File: src/rtl/sequence_generator.sv
// Serial pattern transmitter: sends a PAT_W-bit pattern MSB first, repeated repeat_cnt times per start.
// Optional SEQGEN_GAP_EN inserts GAP_LEN idle cycles between repetitions.
module sequence_generator #(
    parameter int              PAT_W   = 4,
    parameter logic [PAT_W-1:0] PATTERN = 'b1011,
    parameter int              CNT_W   = 8,
    parameter int              GAP_LEN = 2
) (
    input  logic             clk,
    input  logic             reset,
    input  logic             start,
    input  logic [CNT_W-1:0] repeat_cnt,
    input  logic             pat_load,
    input  logic [PAT_W-1:0] pat_in,
    output logic             x,
    output logic             x_valid,
    output logic             busy,
    output logic             done
);
    localparam int             IDX_W   = $clog2(PAT_W);
    localparam logic [IDX_W-1:0] IDX_MAX = IDX_W'(PAT_W - 1);

    if (PAT_W < 2 || GAP_LEN < 1) begin : g_bad_param
        $error("sequence_generator: PAT_W must be >= 2 and GAP_LEN >= 1");
    end

`ifdef SEQGEN_GAP_EN
    typedef enum logic [1:0] {IDLE, SEND, GAP, DONE} state_t;
    localparam int               GAP_W   = $clog2(GAP_LEN + 1);
    localparam logic [GAP_W-1:0] GAP_MAX = GAP_W'(GAP_LEN - 1);
    logic [GAP_W-1:0] gap_q, gap_d;
`else
    typedef enum logic [1:0] {IDLE, SEND, DONE} state_t;
`endif

    state_t           state_q, state_d;
    logic [PAT_W-1:0] pat_q, pat_d;
    logic [CNT_W-1:0] rep_q, rep_d;
    logic [IDX_W-1:0] idx_q, idx_d;
    logic             x_q, x_d, xv_q, xv_d, busy_q, busy_d, done_q, done_d;

    always_comb begin
        state_d = state_q;
        pat_d   = pat_q;
        rep_d   = rep_q;
        idx_d   = idx_q;
`ifdef SEQGEN_GAP_EN
        gap_d   = gap_q;
`endif
        case (state_q)
            IDLE: begin
                // A load in the same cycle as start is visible to the new frame.
                if (pat_load) pat_d = pat_in;
                if (start && repeat_cnt != '0) begin
                    state_d = SEND;
                    rep_d   = repeat_cnt;
                    idx_d   = IDX_MAX;
                end
            end
            SEND: begin
                if (idx_q == '0) begin
                    if (rep_q > CNT_W'(1)) begin
                        rep_d = rep_q - CNT_W'(1);
                        idx_d = IDX_MAX;
`ifdef SEQGEN_GAP_EN
                        state_d = GAP;
                        gap_d   = GAP_MAX;
`endif
                    end else begin
                        state_d = DONE;
                    end
                end else begin
                    idx_d = idx_q - IDX_W'(1);
                end
            end
`ifdef SEQGEN_GAP_EN
            GAP: begin
                if (gap_q == '0) begin
                    state_d = SEND;
                    idx_d   = IDX_MAX;
                end else begin
                    gap_d = gap_q - GAP_W'(1);
                end
            end
`endif
            DONE:    state_d = IDLE;
            default: state_d = IDLE;
        endcase

        // Outputs are registered from the next state so they line up with state_q.
        xv_d   = (state_d == SEND);
        x_d    = xv_d & pat_d[idx_d];
        done_d = (state_d == DONE);
        busy_d = (state_d != IDLE) && (state_d != DONE);
    end

    always_ff @(posedge clk) begin
        if (!reset) begin
            state_q <= IDLE;
            pat_q   <= PATTERN;
            rep_q   <= '0;
            idx_q   <= '0;
            x_q     <= 1'b0;
            xv_q    <= 1'b0;
            busy_q  <= 1'b0;
            done_q  <= 1'b0;
        end else begin
            state_q <= state_d;
            pat_q   <= pat_d;
            rep_q   <= rep_d;
            idx_q   <= idx_d;
            x_q     <= x_d;
            xv_q    <= xv_d;
            busy_q  <= busy_d;
            done_q  <= done_d;
        end
    end

`ifdef SEQGEN_GAP_EN
    always_ff @(posedge clk) begin
        if (!reset) gap_q <= '0;
        else        gap_q <= gap_d;
    end
`endif

    assign x       = x_q;
    assign x_valid = xv_q;
    assign busy    = busy_q;
    assign done    = done_q;
endmodule
File: config.mk
export PLATFORM = sky130hd
export DESIGN_NAME = sequence_generator
export DESIGN_NICKNAME = d
export VERILOG_FILES = /design/src/rtl/sequence_generator.sv
export SDC_FILE = /design/constraint.sdc
export NUM_CORES = 1
export LEC_CHECK = 0
export ABC_AREA = 1
export BUFFER_PORTS_ARGS = -buffer_cell sky130_fd_sc_hd__buf_4
export CAP_MARGIN = 5
export CORE_UTILIZATION = 48
export CTS_CLUSTER_SIZE = 20
export DETAILED_ROUTE_END_ITERATION = 6
export PLACE_DENSITY = 0.73
export SYNTH_ARGS = -nofsm -noshare
export SYNTH_HDL_FRONTEND = slang
export SYNTH_SLANG_ARGS = --single-unit
File: constraint.sdc
create_clock -name clk -period 1.5 [get_ports clk]
set_input_delay 0.3 -clock clk [delete_from_list [all_inputs] [get_ports clk]]
set_output_delay 0.3 -clock clk [all_outputs]
set_load 0.05 [all_outputs]
==> results of run 1 <==
## cells in the mapped netlist (all sizes together)
cell	number	area (sq um)
o21ai	18	105
inv	23	88.8
nor3b	1	7.51
nor3	4	20.0
nand2	37	149
nand3	8	57.6
a31oi	4	25.0
mux2i	2	20.0
nand4	2	12.5
nand3b	1	7.51
buf	3	21.3
nor4	1	6.26
a21oi	7	38.8
ha	2	25.0
dfxtp	20	400
nor2	16	83.8
## worst max path at each step
stage	from	endpoint	slack [ns]
2_1_floorplan	rep_q[0]	x	0.07
6_report	rep_q[0]	x	0.11
3_5_place_dp	rep_q[0]	rep_q[0]	-0.10
4_1_cts	rep_q[0]	rep_q[4]	0.02
5_1_grt	rep_q[0]	x	-0.008
3_3_place_gp	rep_q[0]	rep_q[0]	0.03
## report_power, final
group          switching (W)  total, W  internal (W)
sequential         0.0000495  0.000650      0.000601
clock               0.000164  0.000313      0.000148
combinational       0.000398  0.000665      0.000267
## worst min-delay path: stages
cell and delay [ns]:
buf_4 0.08, mux2i_1 0.07, nand2_1 0.06
## routing by layer
metal | vias up | global-route usage [%] | part of all wire [%]
met1 | 472 | 30.2 | 46
met5 | - | 0 | 0
met2 | 37 | 32.6 | 48
met4 | 0 | 4.90 | 0.76
met3 | 4 | 5.61 | 5.1
li1 | 544 | - | -
## sequential cells by signal, summed over array words and instances (netlist names)
signal	count
rep_q	8
x_valid	1
idx_q	2
x	1
busy	1
done	1
pat_q	4
state_q	2
## cells by family after synthesis
group           synth area share [%]
simple gates                    32.2
fa+ha+maj                       2.34
buf+inv                         10.3
compound gates                  15.8
flops                           37.5
mux                             1.87
## final cells by class
| cell class | instances | area (sq um) |
|---|---|---|
| Clock buffer | 4 | 36.3 |
| Sequential cell | 20 | 407 |
| Tap cell | 27 | 33.8 |
| Multi-Input combinational cell | 103 | 624 |
| Inverter | 23 | 91.3 |
| Fill cell | 174 | 619 |
| Timing Repair Buffer | 28 | 210 |
## timing repair
action,CTS,global route
hold buffers,0,0
setup endpoints to repair,4,12
hold endpoints to repair,0,0
buffers inserted,2,1
gates resized for setup,6,21
pin swaps,2,8
gates cloned,0,0
## metrics by stage
stage	setup slack [ns]	hold slack [ns]
after floorplan	0.0655	0.411
after global placement	0.0257	0.449
after detailed placement	-0.103	0.465
after CTS	0.0155	0.217
after global routing	-0.00781	0.238
final	0.112	0.228
==> key figures, run 1 <==
Global route
  – Total global routing overflow: 0
  – Number of global-route vias before repair: 945
  – Largest net degree at the start of global routing: 15
  – GRT Overall Usage: 21.5%
  – First-pass GRT wire length: between 4 and 5 mm
  – Initial antenna violation count: 0

Setup path
  – CP Class: flop to flop
  – Reg2reg end: x
  – CP Capture Type: flop
  – CP max-delay cell: dfxtp_4
  – Worst Path Max Fanout: 3
  – R2R Setup Slk: 0.11 ns
  – Crit-path cells: inv_2, ha_4, nor2_2, nor2_2, nand3_2, nand2_2, nand3_2, nand2_1, nand3b_1, a21oi_1
  – CP startpoint kind: flop
  – Largest delay share family, worst path: simple AND/OR/NAND/NOR gates
  – Crit path largest cell delay: around 0.38 ns
  – R2R depth: 10
  – Reg2reg start: rep_q[0]
  – Critical Path RT: 1.74 ns
  – WP depth: 10
  – Crit path buf inv count: 1
  – Arr. time, crit path: 1.63 ns

Placed design
  – Gpl congestion: 0.848
  – IO Port Bufs: 19
  – Placed cells: about 200
  – HPWL after DPL: about 1.7 mm
  – Placed Area: 1270 sq um

Clock network
  – Total CTS buffers: 3
  – Clk buf depth: 2
  – # H-tree levels: 1
  – Clock slew seen by the registers of the worst setup and hold paths: about 0.11 ns
  – TritonCTS clock tree: built
  – CTS root buf: clkbuf_4
  – CTS sink cnt: 20
  – Clock Latency Late Sink: 0.30 ns

Yosys
  – Synth cell types: 28
  – Sequential element share of the synthesized area: about 37%
  – Mapped Area: approximately 1100 sq um
  – Ys Warns: 0
  – Syn nets: 167
  – Yosys reg bits: 20
  – Mapped Avg Cell Area: 7.17 sq um
  – Cells after Synth: 149

Drt
  – Remaining antenna violation count: 0
  – Via count: 1057
  – Wire per inst: 11.5 um
  – Post-route DRC: 0
  – DR pass1 iterations: 4
  – Post-DR vias/cell: 5.16
  – DRT iter0 DRCs: 32
  – Overall routed net length: 2.36 mm

Run status
  – Status: finished, final reports clean

Layout
  – Cell area after layout: 1400 sq um
  – Non-Filler Instances: 205
  – Antenna diodes: 0
  – Commonest non-fill, non-tap cell in the layout: nand2_1
  – Final core occ: 69.4%
  – Commonest non-fill, non-tap cells in the layout: 32 x nand2_1, 28 x buf_4, 17 x inv_1, 17 x dfxtp_1, 10 x nor2_1
  – Layout cells sized above 1: between 30% and 40%
  – Nets@finish: ~200
  – Synth-to-Final Area Change: 31.3%

Die
  – # rows: 16
  – Die height: 49.2 um
  – I/O Pins: 20
  – Die area: around 2400 sq um
  – Starting Density: 52.8%
  – Die Width: 49.2 um
  – Core area: ~2000 sq um

Timing
  – Clk_skew: 0.00156 ns
  – FMAX: roughly 720 MHz
  – Actual slew at the worst max-slew pin: 0.251 ns
  – Slew Limit Headroom: 83.1%
  – Min Tclk post-route: around 1.4 ns
  – Setup_tns: 0 ns
  – Final period utilization: 92.5%
  – Final setup vio count: 0
  – Slew Viols, Final: 0
  – Hold Fails Final Rpt: 0

Job
  – Max Cap Viol: 0

Min path
  – Hold Path Class: input pin to flop
  – Hold EP: pat_q[3]
  – Hold wc startpoint: pat_in[3]
  – Worst hold path cell count: 3

Pwr
  – Lkg Pwr: 0.663 nW
  – Max VDD drop: 967 uV
  – PD cells: 1160 nW/um^2
  – Power Total: between 0.0015 and 0.002 W
Note: power is estimated with default switching activity, not from simulation.
==> inputs of run 2 (changes only) <==
--- a/config.mk
+++ b/config.mk
@@ -8,6 +8,7 @@
 export ABC_AREA = 1
 export BUFFER_PORTS_ARGS = -buffer_cell sky130_fd_sc_hd__buf_4
 export CAP_MARGIN = 5
+export CORE_ASPECT_RATIO = 1.4
 export CORE_UTILIZATION = 48
 export CTS_CLUSTER_SIZE = 20
 export DETAILED_ROUTE_END_ITERATION = 6
==> key figures, run 2 (synthesized netlist as in run 1, its figures left out) <==
Die
  – I/O Pins: 20
  – # rows: 19
  – Die Width: around 42 um
  – Die area: 2420 sq um
  – Die height: 57.8 um
  – Core area: 2020 sq um
  – Starting Density: 52.9%

Clock network
  – TritonCTS clock tree: built
  – Clock slew seen by the registers of the worst setup and hold paths: 0.12 ns
  – Clk buf depth: 2
  – Clock Latency Late Sink: 0.31 ns
  – CTS root buf: clkbuf_4
  – # H-tree levels: 1
  – Post-CTS Hold Buffers: 0
  – Total CTS buffers: 3
  – CTS sink cnt: 20

Global route
  – First-pass GRT wire length: approximately 4 mm
  – Met3 usage: 2.80%
  – GR peak layer: met2
  – Largest net degree at the start of global routing: 15
  – Initial antenna violation count: 0
  – GRT Overall Usage: 21.1%
  – Grt met1 use: 23.5%
  – Met2 GRT Util: a little under two fifths
  – Number of global-route vias before repair: a little under 1000
  – Total global routing overflow: 0

Drt
  – Post-route DRC: 0
  – Remaining antenna violation count: 0
  – Overall routed net length: 2.35 mm
  – DRT iter0 DRCs: 27
  – Via count: 1069
  – Wire per inst: ~12 um
  – Post-DR vias/cell: between 5 and 6
  – DR pass1 iterations: 4

Pwr
  – Lkg Pwr: 0.666 nW
  – Max VDD drop: 670 uV
  – Power Total: 0.00163 W
  – PD cells: 1170 nW/um^2

Setup path
  – CP startpoint kind: flop
  – CP Class: flop to flop
  – CP Capture Type: flop
  – Worst Path Max Fanout: 7
  – Arr. time, crit path: 1.64 ns
  – Critical Path RT: 1.72 ns

Timing
  – Slew Limit Headroom: about four fifths
  – Hold Fails Final Rpt: 0
  – Final period utilization: 94.8%
  – Actual slew at the worst max-slew pin: 0.304 ns
  – Slew Viols, Final: 0
  – FMAX: 704 MHz
  – RSZ-0062 raised after global routing: yes
  – Clk_skew: 0.0102 ns
  – Min Tclk post-route: 1.42 ns
  – Setup_tns: 0 ns
  – Final setup vio count: 0

Min path
  – Hold Path Class: input pin to flop

Run status
  – Status: finished, final reports clean

Layout
  – Largest register by flop count: rep_q
  – Regs by FF count: rep_q (8), pat_q (4)
  – Antenna diodes: 0
  – Commonest non-fill, non-tap cell in the layout: nand2_1
  – Layout cells sized above 1: 35.2%
  – Commonest non-fill, non-tap cells in the layout: 33 x nand2_1, 28 x buf_4, 17 x inv_1, 17 x dfxtp_1, 11 x o21ai_0
  – Non-Filler Instances: 200
  – Synth-to-Final Area Change: 30.0%
  – Largest register FFs: 8
  – Nets@finish: around 200

Placed design
  – Gpl congestion: approximately 0.94
  – IO Port Bufs: 19
  – HPWL after DPL: 1.69 mm
  – Placed cells: 193

Job
  – Max Cap Viol: 0
[run 2: cell types whose count changed in the layout (fill, tap and decap cells not counted), sizes merged]
cell | before | now
buf | 28 | 29
[run 2: through the flow]
step / setup slack, ns / hold WS (ns) / util [%] / instance area, sq um
5_1_grt: -0.0440 / 0.227 / 68.7 / 1390
4_1_cts: 0.00910 / 0.221 / 66.1 / 1340
3_3_place_gp: 0.0145 / 0.448 / 62.8 / 1270
6_report: 0.0787 / 0.222 / 68.7 / 1390
2_1_floorplan: 0.0655 / 0.411 / - / 1070
3_5_place_dp: -0.0849 / 0.457 / 62.8 / 1270
[run 2: routing by layer]
layer | up-vias | wire (um)
met1 | 486 | 933
met2 | 33 | 1240
met4 | 0 | 65
met5 | - | 0
li1 | 543 | -
met3 | 7 | 111
[run 2: area by class of cell]
type	count	area (sq um)
Clock buffer	4	36.3
Multi-Input combinational cell	103	607
Timing Repair Buffer	29	221
Inverter	23	93.8
Fill cell	179	632
Tap cell	21	26.3
Sequential cell	20	404
[run 2: where the power goes]
part	internal [W]	switching [W]
combinational	0.000267	0.000389
clock	0.000148	0.000171
sequential	0.000600	0.0000507
[run 2: worst paths after layout]
path,start,to,cells after the start,slack (ns)
hold / removal,pat_in[1],pat_q[1],3,0.22
hold reg to reg,pat_q[1],pat_q[1],2,0.48
setup / recovery,rep_q[1],rep_q[6],10,0.08
setup reg to reg,rep_q[1],rep_q[6],10,0.08
[run 2: worst max-delay path, cell delays in order, from the launching register on]
cell and delay, ns:
dfxtp_2 0.34, inv_4 0.07, ha_2 0.17, nor2_2 0.04
nor2_2 0.14, nand2_2 0.09, nand3_4 0.10, nand2_8 0.08
buf_6 0.14, a21oi_1 0.12, nor2_1 0.06
[run 2: what timing repair did]
item,4_1_cts,5_1_grt
buffers inserted,2,1
setup endpoints to repair,5,13
pin swaps,3,9
gates resized for setup,6,18
cloned,0,0
==> inputs of run 3 (changes only) <==
--- a/config.mk
+++ b/config.mk
@@ -9,10 +9,11 @@
 export BUFFER_PORTS_ARGS = -buffer_cell sky130_fd_sc_hd__buf_4
 export CAP_MARGIN = 5
 export CORE_ASPECT_RATIO = 1.4
-export CORE_UTILIZATION = 48
+export CORE_UTILIZATION = 57
 export CTS_CLUSTER_SIZE = 20
 export DETAILED_ROUTE_END_ITERATION = 6
-export PLACE_DENSITY = 0.73
+export GPL_ROUTABILITY_DRIVEN = 1
+export PLACE_DENSITY = 0.82
 export SYNTH_ARGS = -nofsm -noshare
 export SYNTH_HDL_FRONTEND = slang
 export SYNTH_SLANG_ARGS = --single-unit
==> constraint.sdc (replaced) <==
create_clock -name clk -period 1.8 [get_ports clk]
set_input_delay 0.36 -clock clk [delete_from_list [all_inputs] [get_ports clk]]
set_output_delay 0.36 -clock clk [all_outputs]
set_load 0.05 [all_outputs]
==> key figures, run 3 (synthesized netlist as in run 1, its figures left out) <==
Run status
  – Status: finished, final reports clean

Global route
  – GRT Overall Usage: 24.0%
  – First-pass GRT wire length: between 3 and 4 mm
  – Number of global-route vias before repair: 907
  – Initial antenna violation count: 0
  – Total global routing overflow: 0
  – Largest net degree at the start of global routing: 15

Layout
  – Sequential Area: 400 sq um
  – Antenna diodes: 0
  – Nets@finish: 189
  – Largest register FFs: 8
  – Regs by FF count: rep_q (8), pat_q (4)
  – Area of the multi-input gates: roughly 570 sq um
  – Commonest non-fill, non-tap cells in the layout: 35 x nand2_1, 20 x inv_1, 20 x dfxtp_1, 20 x buf_4, 14 x nor2_1
  – Commonest non-fill, non-tap cell in the layout: nand2_1
  – Cell area after layout: 1270 sq um
  – Synth-to-Final Area Change: 18.9%
  – Largest register by flop count: rep_q
  – Non-Filler Instances: 190
  – # fillers: 145
  – Layout cells sized above 1: 22.9%

Clock network
  – # H-tree levels: 1
  – TritonCTS clock tree: built
  – CTS root buf: clkbuf_4
  – CTS sink cnt: 20
  – Clock slew seen by the registers of the worst setup and hold paths: 0.11 ns
  – Clk buf depth: 2
  – Clock Latency Late Sink: 0.31 ns
  – Total CTS buffers: 3

Job
  – Max Cap Viol: 0

Pwr
  – Power Total: 0.00126 W
  – PD cells: 989 nW/um^2
  – Lkg Pwr: 0.616 nW
  – Max VDD drop: 655 uV

Setup path
  – CP Capture Type: flop
  – Arr. time, crit path: 1.90 ns
  – CP startpoint kind: flop
  – Worst Path Max Fanout: 4
  – Critical Path RT: approximately 2.1 ns
  – R2R Setup Slk: 0.15 ns
  – CP Class: flop to flop

Die
  – Starting Density: 60.8%
  – Die height: 53.2 um
  – # rows: 18
  – Core area: 1760 sq um
  – Die Width: 38.6 um
  – I/O Pins: 20
  – Die area: just over 2000 sq um

Drt
  – Via count: 1027
  – Post-route DRC: 0
  – Overall routed net length: 2.23 mm
  – DRT iter0 DRCs: 32
  – Wire per inst: 11.8 um
  – Post-DR vias/cell: 5.41
  – Remaining antenna violation count: 0
  – DR pass1 iterations: 4

Timing
  – Slew Limit Headroom: 70.3%
  – Hold Fails Final Rpt: 0
  – Actual slew at the worst max-slew pin: 0.446 ns
  – Final setup vio count: 0
  – Slew Viols, Final: 0
  – Clk_skew: between 0.004 and 0.005 ns
  – Final period utilization: 91.5%
  – Min Tclk post-route: 1.65 ns
  – Final setup margin: 0.153 ns
  – FMAX: approximately 610 MHz

Placed design
  – HPWL after DPL: approximately 1.7 mm
  – Placed cells: about 190
  – Gpl congestion: 0.830
  – Placed Area: 1220 sq um
  – IO Port Bufs: 19
  – Dpl ws: between 0.1 and 0.15 ns

Min path
  – Hold Path Class: input pin to flop
## run 3: critical path, stage by stage (launching register included)
cell and delay (ns):
dfxtp_1 0.34, inv_1 0.12, ha_2 0.23, nor2_1 0.06, nor2_1 0.13, nand3_1 0.15
nand2_1 0.13, nand3_1 0.13, nand2_1 0.11, nand3_1 0.07, a21oi_1 0.13
## run 3: worst paths after layout
check / from / end / cells after the start
worst max-delay path: rep_q[0] / x / 10
worst min-delay path: pat_in[3] / pat_q[3] / 3
worst max register to register: rep_q[0] / x / 10
worst min register to register: pat_q[3] / pat_q[3] / 2
## run 3: where the power goes
group / internal (W) / total, W / switching [W]
sequential: 0.000498 / 0.000535 / 0.0000371
clock: 0.000124 / 0.000269 / 0.000145
combinational: 0.000162 / 0.000452 / 0.000290
## run 3: per-layer routing
layer	routed length (um)	track usage, %
met5	0	0
met3	104	3.36
met2	1190	45.0
met1	888	23.3
met4	51	14.4
## run 3: metrics by stage
step / utilization (%) / setup TNS (ns) / hold slack (ns)
final: 72.3 / 0 / 0.277
after global routing: 72.3 / -0.00158 / 0.294
after detailed placement: 69.6 / 0 / 0.460
after CTS: 71.7 / 0 / 0.284
after global placement: 69.6 / 0 / 0.451
after floorplan: - / 0 / 0.434
## run 3: area by class of cell
cell class / instances / area share [%]
Clock buffer: 4 / 2.86
Inverter: 23 / 7.00
Multi-Input combinational cell: 103 / 44.8
Sequential cell: 20 / 31.5
Tap cell: 20 / 1.97
Timing Repair Buffer: 20 / 11.8
## run 3: what timing repair did
| action | CTS | global route |
|---|---|---|
| hold buffers | 0 | 0 |
| endpoints found under the setup margin | 0 | 3 |
| gates resized for setup | 0 | 3 |
| buffers inserted | 0 | 0 |
